===== config.mk =====
export PLATFORM = sky130hd
export DESIGN_NAME = fifo_rd_drainer
export DESIGN_NICKNAME = d
export VERILOG_FILES = /design/src/rtl/fifo_rd_drainer.sv
export SDC_FILE = /design/constraint.sdc
export NUM_CORES = 1
export LEC_CHECK = 0
export BUFFER_PORTS_ARGS = -buffer_cell sky130_fd_sc_hd__buf_2
export CAP_MARGIN = 15
export CELL_PAD_IN_SITES_DETAIL_PLACEMENT = 1
export CELL_PAD_IN_SITES_GLOBAL_PLACEMENT = 1
export CORE_AREA = 2 2 64 66
export CTS_CLUSTER_DIAMETER = 200
export DETAILED_ROUTE_END_ITERATION = 8
export DIE_AREA = 0 0 66 68
export PLACE_DENSITY = 0.8
export SLEW_MARGIN = 30
export SYNTH_ARGS = -nofsm -noshare
export SYNTH_HDL_FRONTEND = slang
export SYNTH_SLANG_ARGS = --single-unit

===== constraint.sdc =====
create_clock -name r_clk -period 4.63 [get_ports r_clk]
set_input_delay 0 -clock r_clk [delete_from_list [all_inputs] [get_ports r_clk]]
set_output_delay 0 -clock r_clk [all_outputs]
set_load 0.1 [all_outputs]

===== src/rtl/fifo_rd_drainer.sv =====
// rtl/fifo_rd_drainer.sv - async FIFO read-side drainer feeding a 2-entry valid/ready output buffer
// Issues FIFO reads only when the word landing next cycle is guaranteed a buffer slot.
module fifo_rd_drainer #(
  parameter int DATASIZE = 8,
  parameter int ADDRSIZE = 9
) (
  input  logic                r_clk,
  input  logic                r_rst,
  input  logic                en,
  input  logic                rempty,
  output logic                r_inc,
  input  logic [DATASIZE-1:0] rdata,
  output logic                m_valid,
  input  logic                m_ready,
  output logic [DATASIZE-1:0] m_data,
  output logic                busy,
  output logic [ADDRSIZE:0]   word_cnt
);

  typedef enum logic [1:0] {IDLE, RUN, STOP} state_t;

  state_t              state;
  state_t              state_nxt;
  logic                inflight;
  logic [1:0]          occ;
  logic [DATASIZE-1:0] buf_head;
  logic [DATASIZE-1:0] buf_tail;
  logic                pop;
  logic                push;
  logic [2:0]          fill_after;

  assign m_valid = (occ != 2'd0);
  assign m_data  = buf_head;
  assign busy    = (state != IDLE);
  assign pop     = m_valid && m_ready;
  assign push    = inflight;

  // Slots committed at the end of this cycle; a new read is allowed only if one stays free.
  always_comb begin
    fill_after = {1'b0, occ} + {2'b00, inflight} - {2'b00, pop};
    r_inc      = (state == RUN) && !rempty && (fill_after < 3'd2);
  end

  always_comb begin
    state_nxt = state;
    case (state)
      IDLE:    if (en) state_nxt = RUN;
      RUN:     if (!en) state_nxt = STOP;
      STOP: begin
        if (en)
          state_nxt = RUN;
        else if (!inflight && occ == 2'd0)
          state_nxt = IDLE;
      end
      default: state_nxt = IDLE;
    endcase
  end

  always_ff @(posedge r_clk) begin
    if (r_rst) begin
      state    <= IDLE;
      inflight <= 1'b0;
    end else begin
      state    <= state_nxt;
      inflight <= r_inc;
    end
  end

  always_ff @(posedge r_clk) begin
    if (r_rst) begin
      occ      <= 2'd0;
      buf_head <= '0;
      buf_tail <= '0;
    end else begin
      case ({push, pop})
        2'b10:   occ <= occ + 2'd1;
        2'b01:   occ <= occ - 2'd1;
        default: occ <= occ;
      endcase
      if (pop) begin
        if (push) begin
          if (occ == 2'd1) begin
            buf_head <= rdata;
          end else begin
            buf_head <= buf_tail;
            buf_tail <= rdata;
          end
        end else if (occ == 2'd2) begin
          buf_head <= buf_tail;
        end
      end else if (push) begin
        if (occ == 2'd0)
          buf_head <= rdata;
        else
          buf_tail <= rdata;
      end
    end
  end

  always_ff @(posedge r_clk) begin
    if (r_rst)
      word_cnt <= '0;
    else if (pop)
      word_cnt <= word_cnt + {{ADDRSIZE{1'b0}}, 1'b1};
  end

endmodule


==> run_results.csv <==
group,metric,value,unit
synthesis,syn_avg_cell_area,8.99,sq um
worst_setup_path,critPathLaunchType,"flop",
placement,placed_cells,247,
synthesis,synth_top_cell_area_share,0.399,
worst_setup_path,cp_max_fo,5,
sta,period_needed,3030,ps
synthesis,synth_area,0.00156,sq mm
cts,cts_made_buffers,5,
floorplanning,die_x,66,um
placement,portBuffers,33,
pwr,vdd_ir_drop_max,0.303,mV
synthesis,synth.area.top_cells,"dfxtp_1 40%, nand2b_1 7.2%, mux2i_1 5.8%",
floorplanning,core,0.00386,sq mm
synthesis,synth_nets,193,
detailed_routing,drtIter0Drc,62,
sta,final.setup.worst_slack,1600,ps
detailed_routing,routed_wire_length_per_instance,15.5,um
cts,clkTransAtPathRegs,70,ps
worst_setup_path,crit_type,"reg2out",
synthesis,synth-edff-count,0,
cts,cts_max_path_buffers,2,
global_route,grt-ovfl-total,0,
cts,cts_tree,"yes",
worst_setup_path,arrival,3030,ps
cts,cts.sinks,31,
floorplanning,row_count,23,
synthesis,yosys.area.top_type,"dfxtp_1",
sta,fmax,330,MHz
placement,dpl-instance-area,0.00175,sq mm
synthesis,synth.most_common_cell,"dfxtp_1",
detailed_routing,routed_wl,4.05,mm
detailed_routing,drc_errors,0,
synthesis,synth-main-ff-cell,"dfxtp_1",
finish,final_core_util,0.495,
placement,place_hpwl,2.95,mm
cts,clockRootBuffer,"clkbuf_8",
global_route,grt_pass1_vias,1459,
finish,syn2layout_area_growth,22.8,%
synthesis,ys_ff_latch,31,
min_path,min_path_type,"in2reg",
detailed_routing,ant_nets,0,
finish,n_antenna_cell,0,
finish,final_area,0.00191,sq mm
floorplanning,boundaryPins,34,
sta,worst_pin_slew,637,ps
detailed_routing,viasPerCell,5.44,
synthesis,ys_seq_area_frac,0.399,
sta,timing.final.crit_share,0.654,
finish,final_cell_count_no_fill,261,
sta,finalHoldViolations,0,
global_route,grt_max_degree,40,
worst_setup_path,cp.required,4630,ps
placement,gp_congestion,0.814,
detailed_routing,drtPass1Iterations,4,
sta,maxSlewViolCount,0,
placement,place_ws,1870,ps
global_route,grt_pass1_wl,6.79,mm
floorplanning,dieHeight,68,um
floorplanning,initial_core_util,0.403,
synthesis,synth_cells,173,
run,drv_cap,0,
sta,setup_tns,0,ps
synthesis,yosysWarningCount,0,
sta,finClkSkew,7.41,ps
sta,relSlewSlack,0.574,
global_route,grt_usage,0.204,
synthesis,yosysUniqueCellTypes,34,
sta,rsz0062_at_grt,"false",
floorplanning,die-area,0.00449,sq mm
synthesis,synthTopCellsByCount,"31 x dfxtp_1, 18 x nand2b_1, 15 x a21oi_1",
global_route,antenna_found_initial,0,
cts,h-tree-depth,2,
detailed_routing,num_vias,1421,
finish,final_nets,231,
cts,clk_latency,290,ps
synthesis,ys_async_sr_fraction,0,
sta,setup_viol_count_final,0,
pwr,p_per_area,484,mW/mm^2
pwr,leakage,0.000716,uW
outcome,run_status,"finished clean",
finish,drive_above_1_share,0.218,
worst_setup_path,endpoint_kind,"primary output",
## power by group
| group | total, uW | leakage, uW | switching (uW) | internal, uW |
|---|---|---|---|---|
| Clock | 215 | 0.0000470 | 98.8 | 116 |
| Combinational | 397 | 0.000418 | 291 | 106 |
| Sequential | 313 | 0.000251 | 22.7 | 290 |
| Total | 925 | 0.000716 | 413 | 512 |
## per-stage QoR
stage | power [uW] | hold WS [ps]
floorplan | 639 | 78.5
global placement | 694 | 180
global route | 984 | 8.84
detailed placement | 714 | 203
CTS | 936 | 8.92
finish | 925 | 5.21
## cell type report
cell class | instances | area (sq um)
clock buffers | 6 | 82.6
clock inverters | 1 | 5.00
fillers | 478 | 1950
inverters | 10 | 37.5
multi-input cells | 123 | 867
flip-flops and latches | 31 | 621
well taps | 50 | 62.6
repair buffers | 40 | 235
## metal layers
metal | routed length [um] | up-vias | global-route usage
li1 | - | 699 | -
met1 | 1650 | 692 | 0.230
met2 | 2190 | 24 | 0.361
met3 | 145 | 6 | 0.0559
met4 | 66 | 0 | 0.0918
met5 | 0 | - | 0
## sequential cells by signal, indices dropped and copies added, names as in the netlist
name	flops
occ	2
state	2
inflight	1
m_data	8
buf_tail	8
word_cnt	10
## critical path, stage by stage, from the launching register on
cell     delay (ps)
dfxtp_1         450
inv_1           120
ha_1            260
nor2b_1         350
xnor2_1         180
nand2_1         100
fa_1            380
xor2_1          160
nor4b_2         280
buf_2           470
## path summary, 6_finish.rpt
check	startpoint	to	slack, ps	cells past startpoint
worst max register to register	occ[1]	inflight	2140	9
worst min-delay path	rdata[0]	buf_tail[0]	5	3
worst min register to register	word_cnt[9]	word_cnt[9]	480	2
worst max-delay path	occ[1]	r_inc	1600	9
## placed cells by master, fill, tap and decap left out
cell | synthesis | routed
or3_2 | 2 | 2
or2_2 | 1 | 1
clkinv_1 | 1 | 1
nor2_1 | 6 | 6
fa_1 | 1 | 1
nand2b_1 | 18 | 18
a21oi_1 | 15 | 15
nand3b_1 | 1 | 1
and2_1 | 2 | 2
a311oi_1 | 9 | 9
nor2b_1 | 3 | 3
buf_2 | 2 | 33
inv_1 | 9 | 9
dlygate4sd3_1 | 0 | 7
nand4b_1 | 1 | 1
clkinv_2 | 0 | 1
or3_1 | 2 | 2
a211oi_1 | 2 | 2
o22a_2 | 1 | 1
nor4b_2 | 0 | 1
mux2i_1 | 9 | 9
ha_1 | 6 | 6
a211oi_4 | 1 | 1
o21ai_0 | 12 | 12
o211ai_1 | 1 | 1
o31ai_1 | 4 | 4
xnor2_1 | 4 | 4
dfxtp_1 | 31 | 31
clkbuf_8 | 0 | 6
or4_1 | 4 | 4
xor2_1 | 1 | 1
and3b_1 | 1 | 1
nand4_1 | 1 | 1
nand2_1 | 4 | 4
nand3_1 | 10 | 10
## timing repair
item,CTS,global route
hold endpoints to repair,8,0
resized for setup,0,0
hold buffers,7,0
setup buffers,0,0
## cells by family (layout without fill, tap and decap cells)
kind of cell,after synthesis,count (layout),share of synthesized area
mux,9,9,0.0579
flops,31,31,0.399
compound gates,45,45,0.191
simple gates,57,57,0.216
buf+inv,19,57,0.0475
fa+ha+maj,7,7,0.0611
xor+xnor,5,5,0.0282
Note: power is estimated with default switching activity, not from simulation.
